$ cat config.mk
export PLATFORM = sky130hd
export DESIGN_NAME = data_sampling_mv
export DESIGN_NICKNAME = d
export VERILOG_FILES = /design/src/rtl/data_sampling_mv.sv
export SDC_FILE = /design/constraint.sdc
export NUM_CORES = 1
export LEC_CHECK = 0
export BUFFER_PORTS_ARGS = -buffer_cell sky130_fd_sc_hd__buf_2
export CORE_ASPECT_RATIO = 0.75
export CORE_MARGIN = 2
export CORE_UTILIZATION = 35
export DETAILED_ROUTE_END_ITERATION = 7
export SLEW_MARGIN = 20
export SYNTH_ARGS = -nofsm -noshare
export SYNTH_HDL_FRONTEND = slang
export SYNTH_SLANG_ARGS = --single-unit
$ cat constraint.sdc
create_clock -name clk -period 4.3 [get_ports clk]
set_input_delay 0.86 -clock clk [delete_from_list [all_inputs] [get_ports clk]]
set_output_delay 0.86 -clock clk [all_outputs]
set_load 0.01 [all_outputs]
$ cat src/rtl/data_sampling_mv.sv
// UART receive oversampling sampler: synchronises rx_in, captures it around the
// bit mid-point (single sample or 3-sample majority vote) and pulses sample_valid.
module data_sampling_mv #(
  parameter int PRESCALE_W  = 6,
  parameter int SYNC_STAGES = 2
) (
  input  logic                  clk,
  input  logic                  rst,
  input  logic                  rx_in,
  input  logic [PRESCALE_W-1:0] prescale,
  input  logic [PRESCALE_W-1:0] edge_cnt,
  input  logic                  data_sample_en,
  input  logic                  vote_mode,
  output logic                  sampled_bit,
  output logic                  sample_valid,
  output logic                  noise_err
);

  typedef enum logic [1:0] {IDLE, S0, S1, DONE} cap_state_e;

  logic rx_s;

  generate
    if (SYNC_STAGES == 0) begin : g_nosync
      assign rx_s = rx_in;
    end else begin : g_sync
      // Resets to all ones so the idle line never looks like a start bit.
      logic [SYNC_STAGES-1:0] sync_q, sync_d;
      always_comb begin
        sync_d    = sync_q << 1;
        sync_d[0] = rx_in;
      end
      always_ff @(posedge clk or negedge rst) begin
        if (!rst) sync_q <= '1;
        else      sync_q <= sync_d;
      end
      assign rx_s = sync_q[SYNC_STAGES-1];
    end
  endgenerate

  cap_state_e            state_q, state_d;
  logic [2:0]            samp_q, samp_d;
  logic                  sampled_bit_q, sampled_bit_d;
  logic                  sample_valid_q, sample_valid_d;
  logic                  noise_err_q, noise_err_d;
  logic                  vote_mode_q, vote_mode_d;
  logic [PRESCALE_W-1:0] prescale_q, prescale_d;

  logic [PRESCALE_W-1:0] mid, mid_m1, mid_p1;
  logic                  legal, cfg_chg, maj;

  assign mid     = prescale >> 1;
  assign mid_m1  = mid - PRESCALE_W'(1);
  assign mid_p1  = mid + PRESCALE_W'(1);
  assign legal   = !prescale[0] && (prescale >= PRESCALE_W'(4));
  assign cfg_chg = (vote_mode != vote_mode_q) || (prescale != prescale_q);
  assign maj     = (samp_q[0] & samp_q[1]) | (samp_q[0] & rx_s) | (samp_q[1] & rx_s);

  always_comb begin
    state_d        = IDLE;
    samp_d         = '0;
    sampled_bit_d  = sampled_bit_q;
    noise_err_d    = noise_err_q;
    sample_valid_d = 1'b0;
    vote_mode_d    = vote_mode;
    prescale_d     = prescale;
    // DONE is the output cycle; it always drops back to IDLE without capturing,
    // so sample_valid can never pulse on back-to-back cycles.
    if (state_q == DONE || !legal || cfg_chg || !data_sample_en) begin
      state_d = IDLE;
    end else if (!vote_mode) begin
      if (edge_cnt == mid) begin
        state_d        = DONE;
        samp_d         = {3{rx_s}};
        sampled_bit_d  = rx_s;
        noise_err_d    = 1'b0;
        sample_valid_d = 1'b1;
      end
    end else begin
      if (state_q == S0 && edge_cnt == mid) begin
        state_d = S1;
        samp_d  = {1'b0, rx_s, samp_q[0]};
      end else if (state_q == S1 && edge_cnt == mid_p1) begin
        state_d        = DONE;
        samp_d         = {rx_s, samp_q[1:0]};
        sampled_bit_d  = maj;
        noise_err_d    = !((samp_q[0] == samp_q[1]) && (samp_q[1] == rx_s));
        sample_valid_d = 1'b1;
      end else if (edge_cnt == mid_m1) begin
        // Also covers an out-of-order count that lands on mid-1: fresh start.
        state_d = S0;
        samp_d  = {2'b00, rx_s};
      end
    end
  end

  always_ff @(posedge clk or negedge rst) begin
    if (!rst) begin
      state_q        <= IDLE;
      samp_q         <= '0;
      sampled_bit_q  <= 1'b0;
      sample_valid_q <= 1'b0;
      noise_err_q    <= 1'b0;
      vote_mode_q    <= 1'b0;
      prescale_q     <= '0;
    end else begin
      state_q        <= state_d;
      samp_q         <= samp_d;
      sampled_bit_q  <= sampled_bit_d;
      sample_valid_q <= sample_valid_d;
      noise_err_q    <= noise_err_d;
      vote_mode_q    <= vote_mode_d;
      prescale_q     <= prescale_d;
    end
  end

  assign sampled_bit  = sampled_bit_q;
  assign sample_valid = sample_valid_q;
  assign noise_err    = noise_err_q;

endmodule
======== Yosys cells after proc, flatten, opt, wreduce, memory -nomap -nowiden ========
Index checks and enable logic that the tools add are counted.
word-level totals
  input port bits ......................... 17
  register bits ........................... 16
operators by class
  multiplexer cells ....................... 25
  reductions and logical operators ........ 15
  add/sub/neg operators ................... 2
  bitwise operators ....................... 6
  magnitude comparators ................... 1
  equality and inequality tests ........... 15
operators by type and width
  kind                                                                number
  two-way mux 2 bit                                                   10
  two-way mux 1 bit                                                   15
  == test 6 bit                                                       2
  adder 5 x 1 -> 6 bit (second input constant)                        1
  == test 6 x 5 -> 1 bit                                              1
  greater-or-equal comparator 6 x 3 -> 1 bit (second input constant)  1
  != test 3 bit (second input constant)                               2
  != test 6 bit                                                       1
  subtractor 5 x 1 -> 6 bit (second input constant)                   1
  == test 2 bit (second input constant)                               2
  logical AND 1 bit                                                   4
  logical NOT 1 bit                                                   4
  logical OR 1 bit                                                    4
  != test 4 bit (second input constant)                               1
  AND reduction 4 bit                                                 1
  AND 1 bit                                                           3
  == test 1 bit                                                       2
  == test 2 x 1 -> 1 bit (second input constant)                      1
  != test 2 x 1 -> 1 bit (second input constant)                      1
  != test 2 bit (second input constant)                               1
  bitwise OR 1 bit                                                    2
  AND reduction 2 bit                                                 1
  nonzero test 2 bit                                                  1
  != test 1 bit                                                       1
  NOT 1 bit                                                           1

======== Longest topological paths before layout ========
  word-level depth ........................ 8
  gate-level depth with buffers ........... 8
  gate-level depth less buffers ........... 8

======== Least setup slack after synthesis ========
OpenSTA, ideal clock, no wires.
  path type ............................... input-to-reg
  start ................................... input prescale[1]
  end ..................................... register sampled_bit_q, in the netlist sampled_bit
  arrival time ............................ 2341 ps
  setup slack ............................. 1832 ps
  stages on the path ...................... 8
  data required time ...................... 4173 ps
  library setup time ...................... 127 ps
  cell sequence ........................... inv_1 ha_1 xnor2_1 nor4bb_1 nand4_1 nor3_1 o21a_2 mux2_1
between the ends
  word-level cells in the longest chain between the ends .. 8
RTL lines
  element                                                       line  text
  start, declared                                               10    input logic [PRESCALE_W-1:0] prescale,
  branches (longest 7 deep; another with adder 5 x 1 -> 6 bit)  n/a
  AND reduction 4 bit (no line) *                               n/a
  end signal, assigned                                          109   sampled_bit_q <= sampled_bit_d;
  end, declared                                                 43    logic sampled_bit_q, sampled_bit_d;
Every way passes the cells marked *.
A chain may end at the register's enable or synchronous reset.

======== Worst setup path after layout ========
Same ends and word-level chain as after synthesis.

==> results_dict.tcl <==
set metrics [dict create \
    dp_hpwl_um 1632 \
    cts.htree.levels 1 \
    core_um2 2663 \
    drt_iter0_drc 66 \
    tritoncts "built" \
    cellPowerDensity_nw_per_um2 276.6 \
    path_cells "buf_2 > inv_1 > ha_1 > xnor2_1 > nor4bb_1 > nand4_1 > nor3_1 > o21a_2 > mux2_1" \
    slowest_stage "ha_1" \
    fin_cells 152 \
    cts_resized 0 \
    die_area_um2 3301 \
    cp-end-kind "flop" \
    antenna_cells 0 \
    crit_type "primary input to flop" \
    cp_data_required_time_ns 4.43 \
    maxCapViolCount 0 \
    layout.nets 139 \
    finalHoldViolations 0 \
    grt_max_degree 17 \
    timing.fmax_mhz 390.9 \
    postSynthAreaPerCell_um2 10.29 \
    setup_violations 0 \
    synth_nets 118 \
    cts.clk_slew.worst_paths_ns 0.06 \
    die_y_um 50.26 \
    yosysWarnings 0 \
    status "complete, no violations" \
    avgRoutedWirePerCell_um 13.34 \
    rsz0062_at_grt "false" \
    layout-drive-gt1-share_pct 26.72 \
    hold_class "flop to flop" \
    drt_pass1_iterations 4 \
    cp.depth 9 \
    clock_sinks 16 \
    worstSkewPairLatency_ns 0.24 \
    slew-limit-headroom_pct 66.04 \
    syn2layout_area_growth_pct 16.17 \
    postSynthCellCount 97 \
    fin_setup_tns_ns 0 \
    cts_buffers 3 \
    slowest_delay_ns 0.31 \
    critical_path_buf_inv_count 2 \
    ios 20 \
    port_buffers 19 \
    antenna_found_initial 0 \
    slew_violations 0 \
    critPathLaunchType "primary input" \
    ff_latch_area_um2 402.9 \
    rows 16 \
    cts_root_buf "clkbuf_8" \
    cts_hold_buf 0 \
    p_leak_nw 0.5118 \
    routed_wl_um 2028 \
    synth_seq_cells 16 \
    antenna_left 0 \
    synth.distinct_cells 36 \
    post_cts_buffers 0 \
    min_period_ns 2.558 \
    fin_area_um2 1160 \
    ys_seq_area_share_pct 40.35 \
    start_util_pct 37.50 \
    peakVddDrop_mv 0.2046 \
    cp_top_family "simple AND/OR/NAND/NOR gates" \
    first_global_vias 802 \
    ff2ff_path_depth 5 \
    gp_congestion 0.8227 \
    multi_input_area_um2 553.0 \
    crit_path_max_fanout 7 \
    dp.cells 149 \
    drc 0 \
    grt_pass1_wl_um 3546 \
    skew_ns 0.003456 \
    grt_overflow 0 \
    fillers 260 \
    timing.final.crit_share_pct 59.49 \
    routed-via-count 760 \
    arrival_ns 2.69 \
    grt_use_total_pct 14.09 \
    die_w_um 65.68 \
    viasPerCell 5.000 \
    fin_hold_ws_ns 0.3511 \
    placed_cell_area_um2 1119 \
    tightest_slew_ns 0.5029 \
    fin_util_pct 43.56 \
    syn_area_um2 998.5 \
    holdPathStages 0 \
    cts.path.max_buffers 2 \
]
-- registers in the layout, summed over array words and instances (netlist names) --
| name | count |
|---|---|
| g_sync.sync_q | 2 |
| noise_err | 1 |
| prescale_q | 6 |
| samp_q | 2 |
| sample_valid | 1 |
| sampled_bit | 1 |
| state_q | 2 |
| vote_mode_q | 1 |
-- cells in the mapped netlist --
| master | n | area (µm²) |
|---|---|---|
| mux2_1 | 1 | 11.26 |
| dfrtp_1 | 14 | 350.3 |
| or3_1 | 1 | 6.260 |
| and3_1 | 1 | 6.260 |
| buf_2 | 1 | 5.000 |
| o41ai_1 | 1 | 8.760 |
| nor2_1 | 2 | 7.510 |
| o21a_2 | 1 | 8.760 |
| inv_1 | 6 | 22.52 |
| nor4_2 | 1 | 12.51 |
| clkbuf_1 | 1 | 3.750 |
| dfstp_2 | 2 | 52.55 |
| buf_6 | 1 | 11.26 |
| o21a_1 | 2 | 15.01 |
| o22a_1 | 1 | 8.760 |
| o21ai_0 | 3 | 15.01 |
| nand4_1 | 2 | 12.51 |
| nor4_1 | 1 | 6.260 |
| nand2_1 | 6 | 22.52 |
| nor4bb_1 | 1 | 10.01 |
| xnor2_1 | 14 | 122.6 |
| o2111ai_1 | 2 | 17.52 |
| nor3_2 | 1 | 10.01 |
| a31oi_1 | 1 | 6.260 |
| xor2_2 | 1 | 16.27 |
| nand3_1 | 8 | 40.04 |
| nor3_4 | 1 | 16.27 |
| nor3_1 | 3 | 15.01 |
| or4b_4 | 1 | 13.76 |
| ha_1 | 4 | 50.05 |
| nor3b_2 | 1 | 12.51 |
| or4_1 | 1 | 7.510 |
| a21oi_1 | 3 | 15.01 |
| o211ai_1 | 1 | 7.510 |
| a21o_1 | 1 | 7.510 |
| xor2_1 | 5 | 43.79 |
-- cells by family (layout without fill, tap and decap cells) --
logic type               after synthesis  in the layout  synth area share, %
adder cells (fa/ha/maj)                4              4                5.013
AO/OA/AOI/OAI                         16             16                11.03
flip-flops                            16             16                40.35
AND/OR/NAND/NOR                       31             31                19.93
multiplexers                           1              1                1.128
buffers and inverters                  9             28                4.260
XOR/XNOR                              20             20                18.30
-- power breakdown --
part	switching (mW)	internal, mW	leakage (nW)	total [mW]
clock	0.0453	0.0619	0.0216	0.107
combinational	0.0321	0.0237	0.295	0.0558
sequential	0.00202	0.156	0.195	0.158
total	0.0794	0.241	0.512	0.321
-- layer usage --
layer | global-route usage, % | routed length [µm] | up-vias | part of all wire (%)
li1 | - | - | 383 | -
met1 | 19.46 | 1054 | 359 | 52
met2 | 21.55 | 889 | 16 | 44
met3 | 4.709 | 79 | 2 | 3.9
met4 | 2.778 | 4 | 0 | 0.20
met5 | 0 | 0 | - | 0
-- path summary, 6_finish.rpt --
check                                      startpoint                         end  slack (ns)
min reg2reg                g_sync.sync_q[0]$_DFF_PN1_  g_sync.sync_q[1]$_DFF_PN1_        0.35
max reg2reg                     vote_mode_q$_DFF_PN0_     sampled_bit$_DFFE_PN0P_        2.61
max in group asynchronous                         rst  g_sync.sync_q[0]$_DFF_PN1_        3.47
max                                       prescale[1]     sampled_bit$_DFFE_PN0P_        1.74
min in group asynchronous                         rst       noise_err$_DFFE_PN0P_        0.52
min                        g_sync.sync_q[0]$_DFF_PN1_  g_sync.sync_q[1]$_DFF_PN1_        0.35
-- cell usage in the layout, fill, tap and decap left out --
master / n
nand2_1: 6
a21oi_1: 3
o41ai_1: 1
a31oi_1: 1
nor4bb_1: 1
o2111ai_1: 2
nand4_1: 2
nor3b_2: 1
inv_1: 6
nor3_1: 3
o21a_1: 2
dfstp_2: 2
or4b_4: 1
or3_1: 1
or4_1: 1
xor2_2: 1
o211ai_1: 1
nor3_2: 1
a21o_1: 1
mux2_1: 1
and3_1: 1
xor2_1: 5
nor4_1: 1
ha_1: 4
nand3_1: 8
nor2_1: 2
o21ai_0: 3
buf_2: 19
nor4_2: 1
clkbuf_8: 3
nor3_4: 1
o22a_1: 1
xnor2_1: 14
dfrtp_1: 14
o21a_2: 1
-- per-stage QoR --
| step | setup WS, ns | power, mW |
|---|---|---|
| after floorplan | 1.832 | 0.1954 |
| after global placement | 1.556 | 0.2155 |
| after detailed placement | 1.485 | 0.2166 |
| after CTS | 1.746 | 0.3252 |
| after global routing | 1.603 | 0.3370 |
| final | 1.742 | 0.3208 |
-- cell type report --
type                            count  area share [%]
Timing Repair Buffer               19           8.199
Tap cell                           36           3.884
Sequential cell                    16           34.74
Clock buffer                        3           3.560
Inverter                            6           1.942
Multi-Input combinational cell     72           47.68
Note: power is estimated with default switching activity, not from simulation.
